$ cat config.mk
export PLATFORM = sky130hd
export DESIGN_NAME = cc_demux14
export DESIGN_NICKNAME = d
export VERILOG_FILES = /design/src/rtl/cc_demux14.sv
export SDC_FILE = /design/constraint.sdc
export NUM_CORES = 1
export LEC_CHECK = 0
export BUFFER_PORTS_ARGS = -buffer_cell sky130_fd_sc_hd__buf_2
export CORE_ASPECT_RATIO = 1.1
export CORE_MARGIN = 4
export CORE_UTILIZATION = 45
export DETAILED_ROUTE_END_ITERATION = 8
export GPL_TIMING_DRIVEN = 0
export PLACE_DENSITY = 0.75
export SLEW_MARGIN = 10
export SYNTH_ARGS = -nofsm -noshare
export SYNTH_HDL_FRONTEND = slang
export SYNTH_SLANG_ARGS = --single-unit
export TNS_END_PERCENT = 1
$ cat constraint.sdc
create_clock -name CC_DEMUX14_CLOCK_50 -period 1.8 [get_ports CC_DEMUX14_CLOCK_50]
set_clock_uncertainty 0.2 [all_clocks]
set_input_delay 0.09 -clock CC_DEMUX14_CLOCK_50 [delete_from_list [all_inputs] [get_ports CC_DEMUX14_CLOCK_50]]
set_output_delay 0.09 -clock CC_DEMUX14_CLOCK_50 [all_outputs]
set_load 0.005 [all_outputs]
$ cat src/rtl/cc_demux14.sv
// cc_demux14: 1-to-4 demultiplexer with a one-word holding register per output lane.
// The input handshake stalls only while the selected lane is full and not draining.
// A lane that drains and refills in the same cycle takes the new word with no bubble.
// Optional per-lane 8-bit transfer counters are enabled by defining CC_DEMUX14_COUNT_EN.
module cc_demux14 #(
  parameter int unsigned DEMUX14_DATAWIDTH = 4
) (
  input  logic                           CC_DEMUX14_CLOCK_50,
  input  logic                           CC_DEMUX14_RESET_InHigh,
  input  logic [DEMUX14_DATAWIDTH-1:0]   CC_DEMUX14_data_InBUS,
  input  logic [1:0]                     CC_DEMUX14_select_InBUS,
  input  logic                           CC_DEMUX14_valid_In,
  output logic                           CC_DEMUX14_ready_Out,
  output logic [4*DEMUX14_DATAWIDTH-1:0] CC_DEMUX14_z_OutBus,
  output logic [3:0]                     CC_DEMUX14_valid_OutBus,
`ifdef CC_DEMUX14_COUNT_EN
  output logic [31:0]                    CC_DEMUX14_count_OutBus,
`endif
  input  logic [3:0]                     CC_DEMUX14_ready_InBus
);

  localparam int unsigned W = DEMUX14_DATAWIDTH;

  logic [W-1:0] r_data [4];
  logic [3:0]   r_full;

  logic         w_in_xfer;
  logic [3:0]   w_lane_xfer;
  logic [3:0]   w_load;

  // Handshake decode: input accept, per-lane drain and per-lane load strobes.
  always_comb begin
    CC_DEMUX14_ready_Out = !r_full[CC_DEMUX14_select_InBUS] ||
                           CC_DEMUX14_ready_InBus[CC_DEMUX14_select_InBUS];
    w_in_xfer            = CC_DEMUX14_valid_In && CC_DEMUX14_ready_Out;
    w_lane_xfer          = r_full & CC_DEMUX14_ready_InBus;
    w_load               = 4'b0000;
    w_load[CC_DEMUX14_select_InBUS] = w_in_xfer;
  end

  // Lane state: load wins over drain so a simultaneous refill keeps the lane full.
  always_ff @(posedge CC_DEMUX14_CLOCK_50 or posedge CC_DEMUX14_RESET_InHigh) begin
    if (CC_DEMUX14_RESET_InHigh) begin
      r_full <= 4'b0000;
      for (int k = 0; k < 4; k++) begin
        r_data[k] <= '0;
      end
    end else begin
      for (int k = 0; k < 4; k++) begin
        if (w_load[k]) begin
          r_data[k] <= CC_DEMUX14_data_InBUS;
          r_full[k] <= 1'b1;
        end else if (w_lane_xfer[k]) begin
          r_full[k] <= 1'b0;
        end
      end
    end
  end

  // Lane outputs: full flag is the lane valid, data is held until the next load.
  always_comb begin
    CC_DEMUX14_valid_OutBus = r_full;
    CC_DEMUX14_z_OutBus     = '0;
    for (int k = 0; k < 4; k++) begin
      CC_DEMUX14_z_OutBus[k*W +: W] = r_data[k];
    end
  end

`ifdef CC_DEMUX14_COUNT_EN
  logic [7:0] r_count [4];

  // Per-lane transfer counters, wrapping naturally at 8 bits.
  always_ff @(posedge CC_DEMUX14_CLOCK_50 or posedge CC_DEMUX14_RESET_InHigh) begin
    if (CC_DEMUX14_RESET_InHigh) begin
      for (int k = 0; k < 4; k++) begin
        r_count[k] <= 8'd0;
      end
    end else begin
      for (int k = 0; k < 4; k++) begin
        if (w_lane_xfer[k]) begin
          r_count[k] <= r_count[k] + 8'd1;
        end
      end
    end
  end

  // Pack the counters, lane k in byte k.
  always_comb begin
    CC_DEMUX14_count_OutBus = '0;
    for (int k = 0; k < 4; k++) begin
      CC_DEMUX14_count_OutBus[8*k +: 8] = r_count[k];
    end
  end
`endif

endmodule

## Yosys cells after proc, flatten, opt, wreduce, memory -nomap -nowiden

Index checks and enable logic that the tools add are counted.

| storage, ports and cells | value |
|---|---|
| register bits after elaboration | 20 |
| word-level logic and storage cells | 34 |
| output and inout bits | 21 |
| input bits | 13 |

| operators by class | value |
|---|---|
| mux-type cells | 14 |
| reduce and logical (&&, ||, !) cells | 8 |
| order comparisons | 2 |
| bitwise operators | 2 |

Operators with widths:

| kind | count |
|---|---|
| 1-bit two-way mux | 11 |
| 4-bit AND | 2 |
| 2-bit nonzero test | 4 |
| 1-bit binary-select mux with 2-bit select | 2 |
| 2-bit by 3-bit < comparator with 1-bit output (second input constant) | 1 |
| 1-bit demux with 2-bit select | 1 |
| 2-bit by 1-bit greater-or-equal comparator with 1-bit output (second input constant) | 1 |
| 1-bit logical AND | 2 |
| 1-bit logical NOT | 1 |
| 1-bit logical OR | 1 |

## Logic depth before layout (Yosys ltp)

| logic depth | value |
|---|---|
| word-level depth | 7 |
| depth in mapped cells | 4 |
| gate-level depth less buffers | 3 |

## Least setup slack after synthesis

OpenSTA, ideal clock, no wires.

| path | value |
|---|---|
| path type | register to register |
| start | reg r_full[1], in the netlist CC_DEMUX14_valid_OutBus[1] |
| end | reg r_data (netlist bit CC_DEMUX14_z_OutBus[4]) |
| buffers on the path | 0 |
| data arrival time | 1.053 ns |
| stages on the path, launching flop included | 4 |
| library setup time | 0.125 ns |
| required time | 1.475 ns |
| setup slack | 0.422 ns |
| clock period less this slack | 1.378 ns |
| cell sequence | dfrtp_1 nand2b_1 nor3b_4 mux2_2 |

| between the ends | value |
|---|---|
| word-level cells in the longest chain between the ends | 6 |

Ends and longest elaborated chain:

| item | line | text |
|---|---|---|
| start: declaration | 25 | `logic [3:0] r_full;` |
| start signal: assignment | 44 | `r_full <= 4'b0000;` |
| start signal: indexed assignment | 52 | `r_full[k] <= 1'b1;` |
| start signal: indexed assignment | 54 | `r_full[k] <= 1'b0;` |
| 1-bit binary-select mux with 2-bit select | 33 | `CC_DEMUX14_ready_Out = !r_full[CC_DEMUX14_select_InBUS] \|\|` |
| 1-bit two-way mux (not written as such) | 33 |  |
| 1-bit logical NOT | 33 |  |
| 1-bit logical OR | 33 |  |
| 1-bit logical AND | 35 | `w_in_xfer = CC_DEMUX14_valid_In && CC_DEMUX14_ready_Out;` |
| 4-bit AND (no source line) | n/a |  |
| end signal: indexed assignment | 51 | `r_data[k] <= CC_DEMUX14_data_InBUS;` |
| end: declaration | 24 | `logic [W-1:0] r_data [4];` |

No other way between the ends. The select of a mux whose other input is x is not followed.
A chain may end at the register's enable or synchronous reset.

## Worst setup path in the final report

| path | value |
|---|---|
| start | in CC_DEMUX14_ready_InBus[1] |
| end | out CC_DEMUX14_ready_Out |

| between the ends | value |
|---|---|
| word-level cells in the longest chain between the ends | 3 |

Ends and longest elaborated chain:

| item | line | text |
|---|---|---|
| start: declaration | 19 | `input logic [3:0] CC_DEMUX14_ready_InBus` |
| 1-bit binary-select mux with 2-bit select | 34 | `CC_DEMUX14_ready_InBus[CC_DEMUX14_select_InBUS];` |
| 1-bit two-way mux (not written as such) | 34 |  |
| 1-bit logical OR | 33 |  |
| end: declaration | 13 | `output logic CC_DEMUX14_ready_Out,` |

No other way between the ends. The select of a mux whose other input is x is not followed.

==> results_dict.tcl <==
set metrics [dict create \
    run_status "completed" \
    final_period_minus_worst_setup_slack_ns 1.78 \
    total_cts_buffers 3 \
    final-setup-viol-count 0 \
    postRouteWirelength_um 1800 \
    dp_cells 106 \
    r2r_start "CC_DEMUX14_valid_OutBus[1]" \
    grt-ovfl-total 0 \
    synth.top_cells.by_count "dfrtp_1 (20), mux2_2 (12), nand2_1 (5)" \
    finalNonFillerCells 122 \
    hp-start "CC_DEMUX14_ready_InBus[3]" \
    dominantRegCellSynth "dfrtp_1" \
    timing.fmax_ghz 0.561 \
    period_share 0.990 \
    worst_ep_required_time_ns 1.51 \
    maxSlewHeadroom 0.501 \
    syn-instance-count 55 \
    htree_levels 1 \
    first_global_vias 650 \
    worst_hold_path_type "input pin to flop" \
    wl_per_cell_um 14.7 \
    synth_seq_area_share 0.594 \
    drcViolationCount 0 \
    cell_with_the_most_instances_after_synthesis "dfrtp_1" \
    synth-async-reset-ratio 1.00 \
    p_leak_nw 0.589 \
    clk_latency_ns 0.30 \
    ys_warn_count 0 \
    power.share.sequential 0.549 \
    route.antenna.remaining_nets 0 \
    synth_top_area_cell "dfrtp_1" \
    finalNetCount 119 \
    synthesis.area_per_instance_um2 15.3 \
    initial_utilization 0.473 \
    postPlaceCellArea_mm2 0.00103 \
    r2r_cells 3 \
    flow.area_growth_from_synthesis_pct 41.3 \
    end_kind "primary output" \
    synth.area.top_cells "dfrtp_1 (59%), mux2_2 (16%), mux2_4 (7.1%), nand2b_1 (3.0%), mux4_2 (2.7%)" \
    place_congestion 0.732 \
    io_pins 34 \
    grt_start_max_net_pins 21 \
    intPower_w 0.000776 \
    place.port_buffers 33 \
    clock_sinks 20 \
    drt_iter0_markers 7 \
    path_clk_slew_ns 0.10 \
    power_switching_w 0.000265 \
    critPathMaxFanout 3 \
    viasPerCell 4.98 \
    power_dens_cells_mw_per_mm2 875 \
    dieWidth_um 49.2 \
    gr-usage-all-layers 0.149 \
    antenna_found_initial 0 \
    first_pass_iters 4 \
    clockBufferDepth 2 \
    tightest_slew_ns 0.747 \
    regToRegEndpoint "CC_DEMUX14_z_OutBus[4]" \
    combinational_share_of_power 0.253 \
    cts.root.buffer_cell "clkbuf_4" \
    power.share.clock 0.198 \
    fill_cells 151 \
    arrival_ns 1.49 \
    rows 16 \
    setup.worst_path.class "input pin to primary output" \
    netlist.area_leader.share 0.594 \
    cts_tree "yes" \
    antenna-diode-count 0 \
    synth.cell_area_um2 842 \
    die_height_um 53.4 \
    dpl.hpwl_um 1230 \
    synth_seq_cells 20 \
    final_design_area_no_fill_mm2 0.00119 \
    vias 608 \
    syn_nets 68 \
    max-cap-violations 0 \
    placeableCoreArea_mm2 0.00178 \
    number_of_buffers_inserted_to_repair_setup_after_cts 0 \
    worst_supply_voltage_drop_on_vdd_mv 0.628 \
    worstHoldPathCells 4 \
    final_layout_size_suffix_gt1_frac 0.558 \
    ys_types 15 \
    ff2ff_setup_slack_ns 0.32 \
    netSwitchingFraction 0.255 \
    count_of_final_max_slew_check_failures 0 \
    grt_pass1_wl_um 2940 \
    startpoint_type "input pin" \
    full_die_area_mm2 0.00263 \
    timing.final.hold_violations 0 \
    post_synth_edffs 0 \
    min_delay_worst_endpoint "CC_DEMUX14_z_OutBus[12]" \
]
[area by class of cell]
cell class	count	area, um^2	share of cell area
sequential	20	500	0.421
multi-input combinational	33	334	0.281
timing repair buffer	46	295	0.248
clock buffer	3	22.5	0.0189
tap	18	22.5	0.0189
buffer	1	11.3	0.00946
inverter	1	3.75	0.00315
[through the flow]
stage               TNS (ns)  worst slack [ns]   util  hold WS (ns)  total power, W
detailed placement         0             0.341  0.578        0.0581        0.000825
finish                     0            0.0176  0.668         0.180         0.00104
global route        -0.00881          -0.00881  0.668         0.220         0.00111
floorplan                  0             0.422      -        -0.146        0.000701
CTS                        0           0.00663  0.664         0.180         0.00106
global placement           0             0.350  0.578        0.0486        0.000815
[power by group through the flow]
| stage | registers, W | logic [W] | clock network (W) |
|---|---|---|---|
| after global placement | 0.000578 | 0.000238 | 0 |
| after CTS | 0.000572 | 0.000266 | 0.000220 |
| after floorplan | 0.000588 | 0.000113 | 0 |
| final | 0.000572 | 0.000263 | 0.000206 |
| after detailed placement | 0.000582 | 0.000243 | 0 |
| after global routing | 0.000583 | 0.000291 | 0.000234 |
[critical path, cell delays in order]
cell and delay, ns:
buf_2 0.09, dlygate4sd3_1 0.56, nand2b_4 0.15, mux4_2 0.45, buf_2 0.14
[flip-flops by register name, summed over array words and instances, names as in the netlist]
signal                   count
CC_DEMUX14_z_OutBus         16
CC_DEMUX14_valid_OutBus      4
[worst max path at each step]
stage	start	endpoint	slack, ns
floorplan	CC_DEMUX14_valid_OutBus[1]	CC_DEMUX14_z_OutBus[4]	0.42
global placement	CC_DEMUX14_valid_OutBus[1]	CC_DEMUX14_z_OutBus[6]	0.35
detailed placement	CC_DEMUX14_valid_OutBus[1]	CC_DEMUX14_z_OutBus[5]	0.34
CTS	CC_DEMUX14_ready_InBus[1]	CC_DEMUX14_ready_Out	0.007
global route	CC_DEMUX14_ready_InBus[1]	CC_DEMUX14_ready_Out	-0.009
finish	CC_DEMUX14_ready_InBus[1]	CC_DEMUX14_ready_Out	0.02
[routing by layer]
metal,vias to the layer above,GRT usage,share of wire
met3,5,0.0197,0.057
met2,26,0.254,0.51
met4,0,0.0711,0.013
li1,290,-,-
met1,287,0.188,0.42
met5,-,0,0
[cells in the final DEF, fill, tap and decap left out]
cell type,count
clkbuf_4,3
inv_1,1
nand2_1,5
nand3b_1,1
nand3_1,1
nor2b_2,1
nand2b_4,1
dfrtp_1,20
nand2b_1,3
nor3b_4,1
o21ai_0,1
dlygate4sd3_1,13
buf_2,33
mux4_2,1
mux2_4,4
mux2_2,12
nor2b_4,1
buf_6,1
and3_1,1
[cells by family (layout without fill, tap and decap cells)]
group	Yosys count	count (layout)	share of synthesized area
buf+inv	2	51	0.0178
compound gates	1	1	0.00594
simple gates	15	15	0.123
mux	17	17	0.259
flops	20	20	0.594
[what timing repair did]
action,CTS,global route
hold buffers,13,0
endpoints found under the hold margin,40,0
endpoints found under the setup margin,0,1
gates resized for setup,0,1
No activity file was read; power rests on OpenSTA's default activity.
